## src/rtl/riscv_pkg.sv

```systemverilog
// Shared RV32I decode definitions for the integer issue path.
// Contents: major opcodes, funct3 operation codes, the funct7 alternate
// encoding, the R/I-type field layout, and the issue sequencer state type.
package riscv_pkg;

    localparam logic [6:0] OPC_OP     = 7'b0110011;
    localparam logic [6:0] OPC_OP_IMM = 7'b0010011;
    localparam logic [6:0] FUNCT7_ALT = 7'h20;

    typedef enum logic [2:0] {
        F3_ADD  = 3'b000,
        F3_SLL  = 3'b001,
        F3_SLT  = 3'b010,
        F3_SLTU = 3'b011,
        F3_XOR  = 3'b100,
        F3_SRL  = 3'b101,
        F3_OR   = 3'b110,
        F3_AND  = 3'b111
    } funct3_e;

    // R-type field layout; for I-type the funct7/rs2 fields hold imm[11:0].
    typedef struct packed {
        logic [6:0] funct7;
        logic [4:0] rs2;
        logic [4:0] rs1;
        funct3_e    funct3;
        logic [4:0] rd;
        logic [6:0] opcode;
    } rtype_t;

    typedef enum logic [1:0] {
        ST_IDLE = 2'd0,
        ST_EXEC = 2'd1,
        ST_WB   = 2'd2
    } state_e;

endpackage

```

## src/rtl/imm_gen.sv

```systemverilog
// I-type immediate sign extension.
// Ports: imm12 - instruction bits [31:20]; imm_i - sign-extended immediate.
module imm_gen #(
    parameter int unsigned XLEN = 32
) (
    input  logic [11:0]     imm12,
    output logic [XLEN-1:0] imm_i
);

    assign imm_i = {{(XLEN - 12){imm12[11]}}, imm12};

endmodule

```

## src/rtl/alu_issue.sv

```systemverilog
// Single-issue sequencer for RV32I OP / OP-IMM instructions.
// Accepts one instruction, reads rs1/rs2 from the register file, presents
// operands and function codes to the external clocked ALU, waits ALU_LAT
// cycles and writes the result back to rd.
// Ports:
//   instr_valid/instr/instr_ready - instruction handshake from fetch
//   rf_raddr1/2, rf_rdata1/2      - combinational register file read
//   rf_we/rf_waddr/rf_wdata       - write-back, valid during the WB cycle
//   alu_rs1/rs2/funct3/funct7     - ALU request, held through EXEC and WB
//   alu_rd/alu_z                  - ALU result and zero flag
//   done/zero/illegal             - retire pulse, captured zero, bad-opcode pulse
module alu_issue
    import riscv_pkg::*;
#(
    parameter int unsigned XLEN    = 32,
    parameter int unsigned ALU_LAT = 1
) (
    input  logic            clk,
    input  logic            rst_n,
    input  logic            instr_valid,
    input  logic [31:0]     instr,
    output logic            instr_ready,
    output logic [4:0]      rf_raddr1,
    output logic [4:0]      rf_raddr2,
    input  logic [XLEN-1:0] rf_rdata1,
    input  logic [XLEN-1:0] rf_rdata2,
    output logic            rf_we,
    output logic [4:0]      rf_waddr,
    output logic [XLEN-1:0] rf_wdata,
    output logic [XLEN-1:0] alu_rs1,
    output logic [XLEN-1:0] alu_rs2,
    output logic [2:0]      alu_funct3,
    output logic [6:0]      alu_funct7,
    input  logic [XLEN-1:0] alu_rd,
    input  logic            alu_z,
    output logic            done,
    output logic            zero,
    output logic            illegal
);

    localparam int unsigned      CNT_W    = 3;
    localparam logic [CNT_W-1:0] CNT_LAST = CNT_W'(ALU_LAT - 1);

    rtype_t           iw;
    state_e           state_q, state_d;
    logic [4:0]       rs1_q, rs1_d, rs2_q, rs2_d, rd_q, rd_d;
    logic [CNT_W-1:0] cnt_q, cnt_d;
    logic [XLEN-1:0]  imm_i;
    logic             accept, legal;

    logic             instr_ready_d, rf_we_d, done_d, zero_d, illegal_d;
    logic [4:0]       rf_waddr_d;
    logic [XLEN-1:0]  alu_rs1_d, alu_rs2_d;
    logic [2:0]       alu_funct3_d;
    logic [6:0]       alu_funct7_d;

    assign iw     = rtype_t'(instr);
    assign accept = instr_valid && instr_ready;
    assign legal  = (iw.opcode == OPC_OP) || (iw.opcode == OPC_OP_IMM);

    imm_gen #(.XLEN(XLEN)) u_imm_gen (
        .imm12 (instr[31:20]),
        .imm_i (imm_i)
    );

    // Read addresses follow the offered word while idle so operands are
    // ready at the accept edge; afterwards they track the latched word.
    assign rf_raddr1 = (state_q == ST_IDLE) ? iw.rs1 : rs1_q;
    assign rf_raddr2 = (state_q == ST_IDLE) ? iw.rs2 : rs2_q;

    // The ALU result only becomes valid in the WB cycle, so write data is
    // forwarded straight from the ALU's output register during WB.
    assign rf_wdata = (state_q == ST_WB) ? alu_rd : '0;

    // Next-state and registered-output logic.
    always_comb begin
        state_d       = state_q;
        rs1_d         = rs1_q;
        rs2_d         = rs2_q;
        rd_d          = rd_q;
        cnt_d         = cnt_q;
        instr_ready_d = instr_ready;
        rf_we_d       = 1'b0;
        rf_waddr_d    = rf_waddr;
        done_d        = 1'b0;
        zero_d        = zero;
        illegal_d     = 1'b0;
        alu_rs1_d     = alu_rs1;
        alu_rs2_d     = alu_rs2;
        alu_funct3_d  = alu_funct3;
        alu_funct7_d  = alu_funct7;

        case (state_q)
            ST_IDLE: begin
                if (accept) begin
                    if (legal) begin
                        state_d       = ST_EXEC;
                        rs1_d         = iw.rs1;
                        rs2_d         = iw.rs2;
                        rd_d          = iw.rd;
                        cnt_d         = '0;
                        instr_ready_d = 1'b0;
                        alu_rs1_d     = rf_rdata1;
                        alu_funct3_d  = iw.funct3;
                        if (iw.opcode == OPC_OP) begin
                            alu_rs2_d    = rf_rdata2;
                            alu_funct7_d = iw.funct7;
                        end else begin
                            // Only SRLI/SRAI carry a meaningful funct7; ADDI must never become SUB.
                            alu_rs2_d    = imm_i;
                            alu_funct7_d = (iw.funct3 == F3_SRL) ? iw.funct7 : 7'h00;
                        end
                    end else begin
                        illegal_d = 1'b1;
                    end
                end
            end

            ST_EXEC: begin
                if (cnt_q == CNT_LAST) begin
                    state_d    = ST_WB;
                    rf_we_d    = (rd_q != 5'd0);
                    rf_waddr_d = rd_q;
                    done_d     = 1'b1;
                end else begin
                    cnt_d = cnt_q + CNT_W'(1);
                end
            end

            ST_WB: begin
                state_d       = ST_IDLE;
                instr_ready_d = 1'b1;
                zero_d        = alu_z;
            end

            default: begin
                state_d       = ST_IDLE;
                instr_ready_d = 1'b1;
            end
        endcase
    end

    // State and output registers.
    always_ff @(posedge clk or negedge rst_n) begin
        if (!rst_n) begin
            state_q     <= ST_IDLE;
            rs1_q       <= '0;
            rs2_q       <= '0;
            rd_q        <= '0;
            cnt_q       <= '0;
            instr_ready <= 1'b1;
            rf_we       <= 1'b0;
            rf_waddr    <= '0;
            done        <= 1'b0;
            zero        <= 1'b0;
            illegal     <= 1'b0;
            alu_rs1     <= '0;
            alu_rs2     <= '0;
            alu_funct3  <= '0;
            alu_funct7  <= '0;
        end else begin
            state_q     <= state_d;
            rs1_q       <= rs1_d;
            rs2_q       <= rs2_d;
            rd_q        <= rd_d;
            cnt_q       <= cnt_d;
            instr_ready <= instr_ready_d;
            rf_we       <= rf_we_d;
            rf_waddr    <= rf_waddr_d;
            done        <= done_d;
            zero        <= zero_d;
            illegal     <= illegal_d;
            alu_rs1     <= alu_rs1_d;
            alu_rs2     <= alu_rs2_d;
            alu_funct3  <= alu_funct3_d;
            alu_funct7  <= alu_funct7_d;
        end
    end

endmodule

```

## config.mk

```make
export PLATFORM = sky130hd
export DESIGN_NAME = alu_issue
export DESIGN_NICKNAME = d
export VERILOG_FILES = /design/src/rtl/riscv_pkg.sv /design/src/rtl/imm_gen.sv /design/src/rtl/alu_issue.sv
export SDC_FILE = /design/constraint.sdc
export NUM_CORES = 1
export LEC_CHECK = 0
export CAP_MARGIN = 10
export CORE_ASPECT_RATIO = 0.6
export CORE_MARGIN = 2
export CORE_UTILIZATION = 40
export CTS_BUF_LIST = sky130_fd_sc_hd__clkbuf_8
export DETAILED_ROUTE_END_ITERATION = 10
export PLACE_DENSITY = 0.84
export SYNTH_ARGS = -nofsm -noshare
export SYNTH_HDL_FRONTEND = slang
export SYNTH_SLANG_ARGS = --single-unit
```

## constraint.sdc

```tcl
create_clock -name clk -period 2.15 [get_ports clk]
set_input_delay 0.5375 -clock clk [delete_from_list [all_inputs] [get_ports clk]]
set_output_delay 0.5375 -clock clk [all_outputs]
set_load 0.03 [all_outputs]
```

After elaboration in Yosys (flattened, before gate mapping)
Cells that the tools add are included.

Multiplexer cells: 24. Multiply operators: 0. Shifts and indexed selects: 0. $lt $le $gt $ge: 0. Bitwise logic cells: 1. Divide/modulo/power cells: 0. Equality and inequality tests: 9. $add $sub $neg: 1. Reduce and logical (&&, ||, !) cells: 11.

Operators with widths (count): 32-bit 2-to-1 mux (2); 7-bit 2-to-1 mux (2); 5-bit 2-to-1 mux (2); 1-bit 2-to-1 mux (9); 3-bit 2-to-1 mux (3); 3-bit AND reduction (3); 2-bit != test (second input constant) (4); 7-bit by 5-bit == test with 1-bit output (second input constant) (1); 7-bit by 6-bit == test with 1-bit output (second input constant) (1); 2-bit 2-to-1 mux (3); 3-bit one-hot mux with 2 select lines (1); 5-bit nonzero test (1); 2-bit one-hot mux with 2 select lines (1); 4-bit AND reduction (1); 3-bit by 1-bit adder with 3-bit output (second input constant) (1); 3-bit == test (second input constant) (1); 3-bit logical NOT (1); 2-bit by 1-bit == test with 1-bit output (second input constant) (1); 2-bit == test (second input constant) (1); 2-bit logical NOT (1); 1-bit one-hot mux with 2 select lines (1); 2-bit AND reduction (1); 2-bit nonzero test (1); 1-bit logical AND (1); 2 further kinds (2).

Output and inout bits: 126. Bits of input ports: 132. Bits in writable memories: 0. Memories kept: 0. Register bits after elaboration: 104. ROM bits: 0. Word-level logic and storage cells: 61. Latch bits: 0.

Depth between registers and ports, before layout
Gate-level depths: netlist (run 1).

Depth after elaboration: 5. Depth in mapped cells: 7. Depth with buffers taken out: 5.

Cells and area by module
From an unflattened synthesis (run 1), not the netlist that was laid out.

Cells, all modules: 414. Area total of the unflattened synthesis: 4993.5 µm².

Modules (own cells, without submodules): alu_issue (area each 4753.3 µm², seq. area each 2603.7 µm², cells each 382, instances 1); imm_gen (area each 240.2 µm², seq. area each 0.0 µm², cells each 32, instances 1).

Worst setup path after synthesis (run 1)
OpenSTA, ideal clock, no wires.

Path type: flip-flop to flip-flop. From: register instr_ready. To: register alu_rs1[29]. Setup time: 0.127 ns. Arrival: 1.848 ns. Setup slack: 0.174 ns. Clock period less this slack: 1.976 ns. Stages on the path, launching flop included: 7. Buffers on the path: 3. Path through: dfstp_2 > nor4bb_1 > buf_2 > and3_1 > buf_6 > buf_6 > mux2_1.

Longest elaborated chain between the ends: 2.

RTL lines: from (decl) (line alu_issue.sv:22) `output logic instr_ready,`; from (signal assigned) (line alu_issue.sv:167) `instr_ready <= instr_ready_d;`; 1-bit logical AND (line alu_issue.sv:58) `assign accept = instr_valid && instr_ready;`; 3-bit AND reduction (no source line); to (signal assigned) (line alu_issue.sv:173) `alu_rs1 <= alu_rs1_d;`; to (decl) (line alu_issue.sv:30) `output logic [XLEN-1:0] alu_rs1,`.

Every way passes these cells. A chain may end at the register's enable or synchronous reset.

Worst setup path in the final report (run 1)
From: register state_q[1]. To: output port rf_raddr1[3].

Longest elaborated chain between the ends: 2.

RTL lines: from (decl) (line alu_issue.sv:45) `state_e state_q, state_d;`; from (signal assigned) (line alu_issue.sv:162) `state_q <= state_d;`; 2-bit logical NOT (line alu_issue.sv:68) `assign rf_raddr1 = (state_q == ST_IDLE) ? iw.rs1 : rs1_q;`; 5-bit 2-to-1 mux (line alu_issue.sv:68); to (decl) (line alu_issue.sv:23) `output logic [4:0] rf_raddr1,`.

Every way passes these cells.

==> out/qor.csv, run 1 <==
stage,metric,value,unit
floorplan,die_y,87.66,µm
timing,finalHoldViolations,0,
grt,globalRouteOverflowTotal,0,
finish,final_cells,810,
power,vdd_drop_max,439.6,µV
drt,routed_via_density,5.047,
timing,setup-violations-final,0,
clock_tree,cts_buffers,9,
setup_path,start_kind,flip-flop,
setup_path,worst_setup_path_end_kind,output port,
yosys,synthArstFlopShare,100.0,%
timing,setup_tns,0,ns
yosys,netlist_instances,385,
power,pwr-share-comb,31.5,%
drt,vias,4088,
grt,grt_max_degree,105,
finish,nNetsFinal,780,
yosys,synth_top_flop_cell,dfrtp_1,
power,p_seq_share,45.4,%
finish,seq_area,2606,µm²
clock_tree,cts.reportedPaths.clkPinSlew,0.10,ns
drt,drt_iter0_markers,180,
setup_path,cp.arrival,1.58,ns
clock_tree,cts.path.max_buffers,2,
floorplan,dieWidth,143.4,µm
timing,fmax,471.3,MHz
power,p_clk_share,23.1,%
finish,postLayoutCoreUtil,67.92,%
floorplan,die-area,12570,µm²
setup_path,crit_chain,nor2_4 > buf_6 > mux2_2 > buf_6,
setup_path,cp_common_cell,buf_6,
finish,diodes,0,
worst_hold_path,hp-class,in -> async,
placement,dp_hpwl,10.46,mm
floorplan,ioPinCount,258,
yosys,synth_cell_types,30,
setup_path,cpMaxStageDelayCell,dfrtp_2,
placement,routabilityCongestion,0.7972,
finish,drive_above_1_share,20.46,%
yosys,ys_seq_elements,104,
finish,fillers,823,
setup_path,rr_worst_depth,5,
placement,port_buffers,257,
yosys,syn_nets,519,
grt,grt_pass1_vias,4191,
drt,drt-total-wl,14.31,mm
yosys,synth.avg_cell_area,12.12,µm²
floorplan,core_area,11340,µm²
setup_path,worst_ep_required_time,1.61,ns
clock_tree,htree_levels,3,
drt,route.detailed.drc,0,
timing,fin_crit_sh,98.70,%
setup_path,slowest_delay,0.44,ns
power,intPower,3.511,mW
power,p_switching,1.625,mW
run_status,outcome,finished clean,
clock_tree,hold_buffers,0,
clock_tree,clock_latency,0.36,ns
clock_tree,clock_sinks,104,
yosys,yosysWarnings,0,
setup_path,critical_path_class,reg -> out,
finish,multiInputGateArea,1937,µm²
yosys,ys_seq_area_share,55.81,%
grt,antenna_found_initial,0,
timing,rsz0062_at_grt,true,
placement,dp.cells,792,
power,power_leakage,3.549,nW
grt,grt_use_total,21.62,%
clock_tree,tritoncts,built,
grt,grt_pass1_wl,21.21,mm
timing,tightest_slew,0.8297,ns
timing,finalCriticalPeriod,2.122,ns
timing,hold_slack,0.2157,ns
drt,routedWlPerCell,17.67,µm
power,netSwitchingFraction,31.64,%
yosys,syn_area,4666,µm²
power,power.density,667.1,nW/µm²
timing,drv_slew,0,
job,maxCapViolations,0,
finish,area_delta_synth_final,65.03,%
setup_path,crit_fanout,5,
clock_tree,clockRootBuffer,clkbuf_8,
timing,slew_headroom,44.69,%
power,p_total,5.136,mW
drt,first_pass_iters,4,
floorplan,start_util,41.16,%
drt,ant_nets,0,
yosys,synth_edf_count,0,
timing,skew,0.009255,ns
floorplan,fp-row-count,30,
## power groups by stage
stage / Clock (mW) / Combinational, mW / Sequential (mW)
floorplan: 0 / 0.335 / 2.77
global route: 1.30 / 1.71 / 2.37
global placement: 0 / 1.57 / 2.35
detailed placement: 0 / 1.61 / 2.37
CTS: 1.23 / 1.61 / 2.33
finish: 1.18 / 1.62 / 2.33
## metal layers
metal,GRT usage (%),vias to the layer above,part of all wire (%)
li1,-,1892,-
met1,26.18,1999,41
met2,36.28,183,47
met3,9.459,14,11
met4,4.813,0,1.2
met5,0,-,0
## worst paths after layout
kind,start,to,slack [ns]
min,rst_n,alu_rs1[21]$_DFFE_PN0P_,0.22
max reg2reg,state_q[0]$_DFFE_PN0P_,alu_rs1[2]$_DFFE_PN0P_,0.26
max in group asynchronous,rst_n,alu_rs2[25]$_DFFE_PN0P_,1.48
max,state_q[1]$_DFFE_PN0P_,rf_raddr1[3],0.03
min reg2reg,rs1_q[1]$_DFFE_PN0P_,rs1_q[1]$_DFFE_PN0P_,0.49
min in group clk,rs1_q[1]$_DFFE_PN0P_,rs1_q[1]$_DFFE_PN0P_,0.49
## kinds of logic after synthesis
kind of cell | after synthesis | synth area share [%]
flops | 104 | 55.81
mux | 84 | 19.79
compound gates | 78 | 10.19
simple gates | 77 | 9.091
buf+inv | 40 | 4.586
fa+ha+maj | 2 | 0.5363
## synth_stat cells (2+ instances only)
master    number  area [µm²]
buf_4          2       15.01
buf_6          7       78.83
nand3_1        2       10.01
o21ai_0        7       35.03
nor4bb_1       3       30.03
inv_1          9       33.78
a31oi_1       53       331.6
ha_1           2       25.02
and2_1        32       200.2
a21oi_1       13       65.06
mux2_2        39       439.2
buf_2          3       15.01
dfrtp_1      103        2577
nand2b_1       3       18.77
mux2_1        27       304.0
nand2_1       24       90.09
mux2i_1       18       180.2
nor2b_1        4       25.02
clkbuf_1      19       71.32
nor2_1         5       18.77
## area by class of cell
class	count	area share [%]
well taps	160	2.600
multi-input cells	241	25.15
inverters	9	0.4387
clock buffers	9	1.609
clock inverters	6	0.7962
flip-flops and latches	104	33.85
repair buffers	281	35.55
## cell usage in the layout (no fill, tap or decap), drive strengths merged
master,netlist,final
a21bo,1,1
a21boi,1,1
a21oi,13,13
a31o,1,1
a31oi,53,53
a32o,1,1
and2,32,32
and3,1,1
and3b,1,1
buf,12,68
bufinv,0,1
clkbuf,19,9
clkdlybuf4s50,0,212
clkinv,0,3
dfrtp,103,103
dfstp,1,1
dlygate4sd2,0,1
ha,2,2
inv,9,11
mux2,66,66
mux2i,18,18
nand2,24,24
nand2b,3,3
nand3,2,2
nor2,5,5
nor2b,4,4
nor4b,1,1
nor4bb,3,3
o21a,1,1
o21ai,7,7
or4,1,1
## flip-flops by register name, indices dropped and copies added (netlist names), 5 cells and up
name	flops
rs1_q	5
alu_rs2	32
rd_q	5
rs2_q	5
alu_rs1	32
alu_funct7	7
rf_waddr	5
## worst max-delay path: cells and delay by family, from the launching register on
kind | cells | cell delay [ns]
muxes | 1 | 0.35
DFF | 1 | 0.44
and+or+nand+nor | 1 | 0.14
buffers and inverters | 2 | 0.30
## timing repair
| action | CTS | global route |
|---|---|---|
| pin swaps | 0 | 2 |
| resized for setup | 10 | 19 |
| buffers inserted | 2 | 0 |
| endpoints found under the setup margin | 90 | 43 |
| cloned | 1 | 0 |
## per-stage QoR
stage,cell area (µm²),setup slack (ns)
after detailed placement,7391,-0.4798
after global routing,7700,-0.02790
final,7700,0.02801
after global placement,7391,-0.3666
after CTS,7630,0.01308
after floorplan,4666,0.1743
Note: power is estimated with default switching activity, not from simulation.
==> inputs of run 2 (changes only) <==
--- a/config.mk
+++ b/config.mk
@@ -6,11 +6,14 @@
 export NUM_CORES = 1
 export LEC_CHECK = 0
 export CAP_MARGIN = 10
+export CELL_PAD_IN_SITES_DETAIL_PLACEMENT = 0
+export CELL_PAD_IN_SITES_GLOBAL_PLACEMENT = 1
 export CORE_ASPECT_RATIO = 0.6
 export CORE_MARGIN = 2
-export CORE_UTILIZATION = 40
+export CORE_UTILIZATION = 30
 export CTS_BUF_LIST = sky130_fd_sc_hd__clkbuf_8
 export DETAILED_ROUTE_END_ITERATION = 10
+export HOLD_SLACK_MARGIN = 0.06
 export PLACE_DENSITY = 0.84
 export SYNTH_ARGS = -nofsm -noshare
 export SYNTH_HDL_FRONTEND = slang
==> run 2 against run 1 <==
Compared with the run above: die area rose by 32%; clock skew down 0.0026 ns; via count shrank 0.81%; cell count is 5.8% higher; total power is 5.5% higher; utilization fell by 17 points; largest power group unchanged; critical path depth unchanged; clock power rose by 25%; clock-buffer cell count up 1; register-to-register slack got worse by 0.17 ns.
==> out/qor.csv, run 2 (synthesis results as in run 1) <==
stage,metric,value,unit,change
power,intPower,3.782,mW,was 3.511 mW
drt,first_pass_iters,4,,unchanged
setup_path,worst_setup_path_end_kind,output port,,unchanged
drt,drt-total-wl,14.73,mm,was 14.31 mm
grt,grt_max_degree,40,,was 105
placement,pre_cts_slack,-0.2125,ns,was -0.4798 ns
grt,antenna_found_initial,0,,unchanged
timing,drv_slew,0,,unchanged
setup_path,critical_path_class,reg -> out,,unchanged
placement,dp.cells,839,,was 792
timing,rsz0062_at_grt,true,,unchanged
setup_path,slowest_delay,0.44,ns,about the same
power,p_total,5.419,mW,was 5.136 mW
timing,fmax,474.9,MHz,was 471.3 MHz
grt,grt_use_total,17.58,%,was 21.62%
setup_path,start_kind,flip-flop,,unchanged
power,pwr-share-comb,29.9,%,was 31.5%
setup_path,cpMaxStageDelayCell,dfrtp_2,,unchanged
drt,route.detailed.drc,0,,unchanged
grt,globalRouteOverflowTotal,0,,unchanged
power,p_clk_share,27.1,%,was 23.1%
timing,setup_tns,0,ns,unchanged
finish,final_cells,857,,was 810
floorplan,core_area,15280,µm²,was 11340 µm²
finish,drive_above_1_share,20.95,%,was 20.46%
drt,ant_nets,0,,unchanged
grt,grt_pass1_wl,22.75,mm,was 21.21 mm
clock_tree,cts_buffers,9,,unchanged
finish,diodes,0,,unchanged
power,p_seq_share,43.0,%,was 45.4%
timing,hold_slack,0.09343,ns,was 0.2157 ns
finish,multiInputGateArea,1916,µm²,was 1937 µm²
drt,routed_via_density,4.732,,was 5.047
clock_tree,clock_sinks,104,,unchanged
timing,setup-violations-final,0,,unchanged
placement,routabilityCongestion,0.7827,,was 0.7972
setup_path,cp.arrival,1.57,ns,was 1.58 ns
clock_tree,clock_latency,0.36,ns,about the same
floorplan,ioPinCount,258,,unchanged
finish,area_delta_synth_final,68.38,%,was 65.03%
setup_path,crit_buf_inv,2,,unchanged
finish,mostFrequentLayoutCell,clkdlybuf4s50_1,,unchanged
clock_tree,tritoncts,built,,unchanged
clock_tree,cts.path.max_buffers,2,,unchanged
finish,reg_top3,"alu_rs1: 32 flops, alu_rs2: 32 flops, alu_funct7: 7 flops",,unchanged
clock_tree,cts.reportedPaths.clkPinSlew,0.10,ns,about the same
finish,final_cell_mix,"clkdlybuf4s50_1 (212), dfrtp_1 (101), a31oi_1 (53)",,unchanged
placement,dp_hpwl,11.20,mm,was 10.46 mm
floorplan,fp-row-count,35,,was 30
timing,finalCriticalPeriod,2.106,ns,was 2.122 ns
drt,vias,4055,,was 4088
timing,fin_crit_sh,97.95,%,was 98.70%
power,vdd_drop_max,366.8,µV,was 439.6 µV
power,power.density,689.7,nW/µm²,was 667.1 nW/µm²
floorplan,die-area,16600,µm²,was 12570 µm²
grt,grt_pass1_vias,4196,,was 4191
job,maxCapViolations,0,,unchanged
finish,nNetsFinal,784,,was 780
drt,routedWlPerCell,17.19,µm,was 17.67 µm
placement,port_buffers,257,,unchanged
power,p_switching,1.636,mW,was 1.625 mW
timing,finalHoldViolations,0,,unchanged
setup_path,crit_chain,nor2_4 > buf_6 > mux2_2 > buf_6,,unchanged
timing,tightest_slew,0.8043,ns,was 0.8297 ns
clock_tree,clockRootBuffer,clkbuf_8,,unchanged
finish,fillers,1355,,was 823
floorplan,start_util,30.53,%,was 41.16%
timing,skew,0.006646,ns,was 0.009255 ns
finish,seq_area,2606,µm²,unchanged
setup_path,cp_common_cell,buf_6,,unchanged
setup_path,critPathTopFamily,flip-flops,,unchanged
timing,layout_setup_ws,0.04413,ns,was 0.02801 ns
power,netSwitchingFraction,30.20,%,was 31.64%
run_status,outcome,finished clean,,unchanged
floorplan,dieWidth,165,µm,was 143.4 µm
floorplan,die_y,100.6,µm,was 87.66 µm
power,power_leakage,3.581,nW,was 3.549 nW
drt,drt_iter0_markers,274,,was 180
timing,slew_headroom,46.38,%,was 44.69%
worst_hold_path,hp-class,in -> async,,unchanged
setup_path,crit_fanout,5,,unchanged
clock_tree,hold_buffers,0,,unchanged
clock_tree,htree_levels,3,,unchanged
setup_path,worst_ep_required_time,1.61,ns,about the same
## run 2: path summary, 6_finish.rpt
kind / slack [ns] / depth (start not counted) / endpoint / startpoint
setup / recovery: 0.04 / 4 / rf_raddr1[2] / state_q[0]$_DFFE_PN0P_
hold / removal: 0.09 / 1 / alu_rs2[5]$_DFFE_PN0P_ / rst_n
setup reg to reg: 0.09 / 6 / alu_rs1[6]$_DFFE_PN0P_ / state_q[0]$_DFFE_PN0P_
hold reg to reg: 0.49 / 1 / alu_rs1[26]$_DFFE_PN0P_ / alu_rs1[26]$_DFFE_PN0P_
max in group asynchronous: 1.48 / 2 / alu_rs2[19]$_DFFE_PN0P_ / rst_n
min in group clk: 0.49 / 1 / alu_rs1[26]$_DFFE_PN0P_ / alu_rs1[26]$_DFFE_PN0P_
## run 2: worst reg2reg max path, cell delays in order, from the launching register on
cell,delay [ns]
dfrtp_2,0.44
buf_4,0.14
buf_4,0.14
nor4bb_4,0.39
and3_4,0.29
buf_12,0.19
mux2_2,0.37
## run 2: through the flow
step                      cell area [µm²]  util (%)
after floorplan                      4666         -
after global placement               7512     49.15
after detailed placement             7512     49.15
after CTS                            7789     50.96
after global routing                 7856     51.40
final                                7856     51.40
## run 2: timing repair
| item | 4_1_cts | 5_1_grt |
|---|---|---|
| pin swaps | 1 | 2 |
| setup buffers | 2 | 1 |
| hold endpoints to repair | 0 | 0 |
| setup endpoints to repair | 43 | 42 |
| resized for setup | 8 | 16 |
## run 2: routing by layer
metal	wire length (µm)	part of all wire, %	vias to the layer above	GRT usage [%]
met4	128	0.87	0	3.278
met5	0	0	-	0
li1	-	-	1899	-
met1	6387	43	1981	23.47
met2	6873	47	163	27.69
met3	1342	9.1	12	6.499
## run 2: area by class of cell
type / count / share of cell area (%)
Multi-Input combinational cell: 241 / 24.38
Sequential cell: 104 / 33.17
Tap cell: 203 / 3.233
Clock inverter: 5 / 1.322
Clock buffer: 10 / 1.752
Timing Repair Buffer: 285 / 35.71
Inverter: 9 / 0.4300
## run 2: power groups by stage
| stage | logic [mW] | clock network (mW) | registers (mW) |
|---|---|---|---|
| global route | 1.72 | 1.60 | 2.36 |
| finish | 1.62 | 1.47 | 2.33 |
| global placement | 1.59 | 0 | 2.36 |
| floorplan | 0.335 | 0 | 2.77 |
| detailed placement | 1.62 | 0 | 2.37 |
| CTS | 1.62 | 1.53 | 2.33 |
==> variant 1, RTL diff (config.mk and constraints of run 1) <==
Take the reset off `alu_rs2` and load it in a clocked block of its own.
--- a/src/rtl/alu_issue.sv
+++ b/src/rtl/alu_issue.sv
@@ -156,5 +156,4 @@
             illegal     <= 1'b0;
             alu_rs1     <= '0;
-            alu_rs2     <= '0;
             alu_funct3  <= '0;
             alu_funct7  <= '0;
@@ -172,5 +171,4 @@
             illegal     <= illegal_d;
             alu_rs1     <= alu_rs1_d;
-            alu_rs2     <= alu_rs2_d;
             alu_funct3  <= alu_funct3_d;
             alu_funct7  <= alu_funct7_d;
@@ -178,4 +176,8 @@
     end
 
+    always_ff @(posedge clk) begin
+        alu_rs2 <= alu_rs2_d;
+    end
+
 endmodule
 
Behaviour: not the same (a bounded check fails within 4 cycles, from zero or initial values and one cycle with rst_n low).
==> variant 1 against run 1 <==
The run now ends with negative setup slack left. Final cell count shrank 9.4%. Total power fell by 2.7%. Wire length fell by 5.2%. Clock skew shrank 0.0036 ns. Design area grew 0.20%. Sequential cell count stayed put. Worst setup slack got worse by 0.060 ns. Area after synthesis fell by 4.5%. Sequential power is 3% higher. Combinational power down 6%. Highest routed layer unchanged.
==> variant 1: results (changes against run 1) <==
Inverters -> 4 (-5)
Worst Setup SP -> state_q[0]$_DFFE_PN0P_
Met1 Usage GRT -> 29.6% (+3.4 points)
R2r startpoint -> state_q[1]$_DFFE_PN0P_
Util after Layout -> 72.1% (+4.1 points)
Final nets -> 724 (-7.2%)
# fillers -> 737 (-10%)
Status -> complete, but fails checks
Worst Setup EP -> rf_raddr2[0]
Crit-path slowest cell -> dfrtp_1
Met3 GRT Util -> 7.04% (-2.4 points)
Final clock-cell share -> 2.21% (-0.20 points)
Failing checks -> negative setup slack
RePlAce Congestion -> 0.798 (+0.15%)
Post-layout instance area -> 0.00771 mm^2 (+0.20%)
Post-DP Area -> 0.00731 mm^2 (-1.2%)
Grt met2 use -> 36.1% (-0.14 points)
Mapped Avg Cell Area -> 14.3 um^2 (+18%)
Synth Net Count -> 445 (-14%)
Async SR Flop Fraction -> 69.2% (-31 points)
Leakage power -> 3.45 nW (-2.7%)
Area of the multi-input gates -> 0.00166 mm^2 (-14%)
WHS -> 0.0506 ns (-0.165 ns)
Clock skew -> 0.00561 ns (-0.00364 ns)
Final setup vio count -> 10 (+10)
Fin Setup TNS -> -0.185 ns (-0.185 ns)
Seq area share -> 35.8% (+2.0 points)
#MultiIn Comb -> 184 (-24%)
Placed insts -> 715 (-9.7%)
Post-DP HPWL -> 10000 um (-4.1%)
Vias/cell -> 4.89 (-3.2%)
Final Worst Setup Slack -> -0.0324 ns (-0.0604 ns)
Non-Filler Instances -> 734 (-9.4%)
R2R cell count -> 6 (+1)
Worst Path Arrival -> 1.64 ns (+0.06 ns)
Number of flops mapped to enable cells by yosys -> 32 (+32)
Distinct cells, synth -> 36 (+20%)
Worst R2R End -> alu_rs1[25]$_DFFE_PN0P_
Largest net degree at the start of global routing -> 52 (-50%)
[variant 1: changes by cell type after synthesis, sizes merged, moves of 18 or more]
cell | before | now
a31oi | 53 | 1
dfrtp | 103 | 71
edfxtp | 0 | 32
nand2 | 24 | 1
a21o | 0 | 21
mux2i | 18 | 0
[variant 1: layer usage]
layer,routed length [um],vias to the layer above
met3,965,16
li1,-,1669
met4,229,0
met1,5800,1755
met2,6570,147
met5,0,-
[variant 1: report_power, final]
group	leakage (nW)	internal, mW	switching [mW]
clock network	0.0830	0.419	0.658
registers	1.25	2.27	0.127
logic	2.12	0.785	0.745
[variant 1: kinds of logic after synthesis]
logic type / share of synthesized area, %
compound gates: 7.41
fa+ha+maj: 0.561
buf+inv: 2.64
flops: 62.0
mux: 19.5
simple gates: 7.92
[variant 1: timing repair]
item | 4_1_cts | 5_1_grt
buffers inserted | 1 | 0
endpoints found under the setup margin | 22 | 42
pin swaps | 1 | 1
hold buffers | 0 | 0
cloned | 1 | 1
gates resized for setup | 34 | 44
==> variant 2, RTL diff (config.mk and constraints of run 1) <==
Without the edit above. `XLEN` is set to 32 in 2 places; all go to 16.
--- a/src/rtl/imm_gen.sv
+++ b/src/rtl/imm_gen.sv
@@ -2,5 +2,5 @@
 // Ports: imm12 - instruction bits [31:20]; imm_i - sign-extended immediate.
 module imm_gen #(
-    parameter int unsigned XLEN = 32
+    parameter int unsigned XLEN = 16
 ) (
     input  logic [11:0]     imm12,
--- a/src/rtl/alu_issue.sv
+++ b/src/rtl/alu_issue.sv
@@ -13,5 +13,5 @@
     import riscv_pkg::*;
 #(
-    parameter int unsigned XLEN    = 32,
+    parameter int unsigned XLEN    = 16,
     parameter int unsigned ALU_LAT = 1
 ) (
Interface: changed (6 resized); port bits go from 258 to 162. No check against the original RTL was run, so the function may have changed too.
==> variant 2 against run 1 <==
The flow now finishes with violations (negative setup slack). Worst hold slack worse by 0.056 ns. Maximum frequency is 2.2% lower. Register-to-register slack better by 0.15 ns. Total power is 32% lower. Clock skew is 0.0037 ns lower. Worst setup slack worse by 0.047 ns. Highest routed layer unchanged. Area after synthesis is 27% lower. Wire length is 39% lower. Largest power group unchanged. Sequential cell count is 32 lower. Synthesized cell count is 37% lower. Critical endpoint is now rf_raddr2[4]. Design area is 30% lower.
==> variant 2: results (changes against run 1) <==
Status -> complete, but fails checks
Failing checks -> negative setup slack
IO buf count -> 161 (-37%)
Vias in the first global route -> 2571 (-39%)
CP max stage delay -> 0.42 ns (-0.02 ns)
Synth area leaders -> dfrtp_1, mux2_2, mux2_4, and2_1, buf_12
VDD IR max -> 428 uV (-2.6%)
Mux contribution to synthesized area -> 31.0% (+11 points)
Biggest registers after layout -> alu_rs1: 16 flops, alu_rs2: 16 flops, alu_funct7: 7 flops
Post-synthesis adder-cell area fraction -> 0.739% (+0.20 points)
GRT Total Usage -> 19.2% (-2.4 points)
Leakage power -> 2.53 nW (-29%)
Global-route wire length before repair -> 13000 um (-38%)
RePlAce Congestion -> 0.741 (-7.0%)
Synth cell count leaders -> dfrtp_1, mux2_2, mux2_4
Final Worst Setup Slack -> -0.0190 ns (-0.0471 ns)
Routed WL -> 8720 um (-39%)
Sequential-to-total area share from yosys stat -> 53.3% (-2.5 points)
Synth Net Count -> 327 (-37%)
Post-DP HPWL -> 6140 um (-41%)
Largest net degree at the start of global routing -> 40 (-62%)
Worst Setup SP -> state_q[0]$_DFFE_PN0P_
Fin Setup TNS -> -0.0844 ns (-0.0844 ns)
Final nets -> 506 (-35%)
Worst Tran Pin Value -> 0.519 ns (-0.310 ns)
Crit-path max FO -> 5 (unchanged)
Distinct cells, synth -> 29 (-3.3%)
Share of layout cells above drive strength 1 -> 32.5% (+12 points)
Placed insts -> 512 (-35%)
Final setup vio count -> 5 (+5)
Synth Area in Compound Gates -> 2.40% (-7.8 points)
Avg WL per Cell -> 16.4 um (-7.2%)
CTS clk-pin slew, worst paths -> 0.07 ns (-0.03 ns)
Crit-path slowest cell -> dfrtp_1
Post-DP Area -> 0.00509 mm^2 (-31%)
Via count -> 2547 (-38%)
Worst Path Arrival -> 1.63 ns (+0.05 ns)
# fillers -> 583 (-29%)
Initial DRC Count -> 64 (-64%)
[variant 2: cell types whose count changed in the layout (fill, tap and decap cells not counted), moves of 15 or more]
cell             change
mux2_1              -27
dfrtp_1             -30
a31oi_1             -53
mux2_4              +33
and2_1              -15
buf_4               -24
clkdlybuf4s50_1     -78
[variant 2: final timing paths]
check	to	slack (ns)	cells after the start
min in group clk	rf_waddr[4]$_DFFE_PN0P_	0.50	1
max in group asynchronous	alu_funct7[4]$_DFFE_PN0P_	1.42	2
max reg2reg	alu_rs1[13]$_DFFE_PN0P_	0.41	5
min reg2reg	rf_waddr[4]$_DFFE_PN0P_	0.50	1
max	rf_raddr2[4]	-0.02	4
min	alu_rs1[8]$_DFFE_PN0P_	0.16	1
[variant 2: cell type report]
| class | count | area [um^2] | area share (%) |
|---|---|---|---|
| Clock inverter | 4 | 15.0 | 0.278 |
| Multi-Input combinational cell | 150 | 1490 | 27.5 |
| Tap cell | 108 | 135 | 2.50 |
| Inverter | 9 | 33.8 | 0.626 |
| Timing Repair Buffer | 178 | 1770 | 32.9 |
| Sequential cell | 72 | 1800 | 33.4 |
| Clock buffer | 11 | 151 | 2.80 |
[variant 2: cells by family after synthesis]
| group | count (synthesis) |
|---|---|
| compound gates | 15 |
| fa+ha+maj | 2 |
| buf+inv | 19 |
| flops | 72 |
| mux | 84 |
| simple gates | 49 |
[variant 2: metrics by stage]
stage                     util [%]  worst slack (ns)
final                         67.1           -0.0190
after global placement        63.3           -0.0813
after floorplan                  -             0.373
after detailed placement      63.3           -0.0921
after CTS                     66.3           -0.0318
after global routing          67.1           -0.0763
[variant 2: critical path, delay by kind of cell (launching register included)]
| kind | cells | cell delay [ns] |
|---|---|---|
| DFF | 1 | 0.42 |
| and+or+nand+nor | 1 | 0.22 |
| buffers and inverters | 2 | 0.33 |
| muxes | 1 | 0.32 |
[variant 2: routing by layer]
| metal | track usage [%] | vias to the layer above | share of wire, % |
|---|---|---|---|
| li1 | - | 1192 | - |
| met5 | 0 | - | 0 |
| met4 | 6.13 | 0 | 0.94 |
| met2 | 29.5 | 118 | 43 |
| met3 | 10.5 | 12 | 12 |
| met1 | 23.3 | 1225 | 44 |
[variant 2: timing repair]
action                                  in CTS  in global routing
buffers inserted                             2                  1
endpoints found under the setup margin       9                 26
resized for setup                           14                 16
pin swaps                                    1                  1
cloned                                       1                  1
[variant 2: power by group]
| part | switching (mW) | internal (mW) | leakage, nW | total (mW) |
|---|---|---|---|---|
| Clock | 0.477 | 0.460 | 0.100 | 0.937 |
| Combinational | 0.435 | 0.517 | 1.49 | 0.953 |
| Sequential | 0.0826 | 1.50 | 0.942 | 1.58 |
| Total | 0.995 | 2.48 | 2.53 | 3.47 |
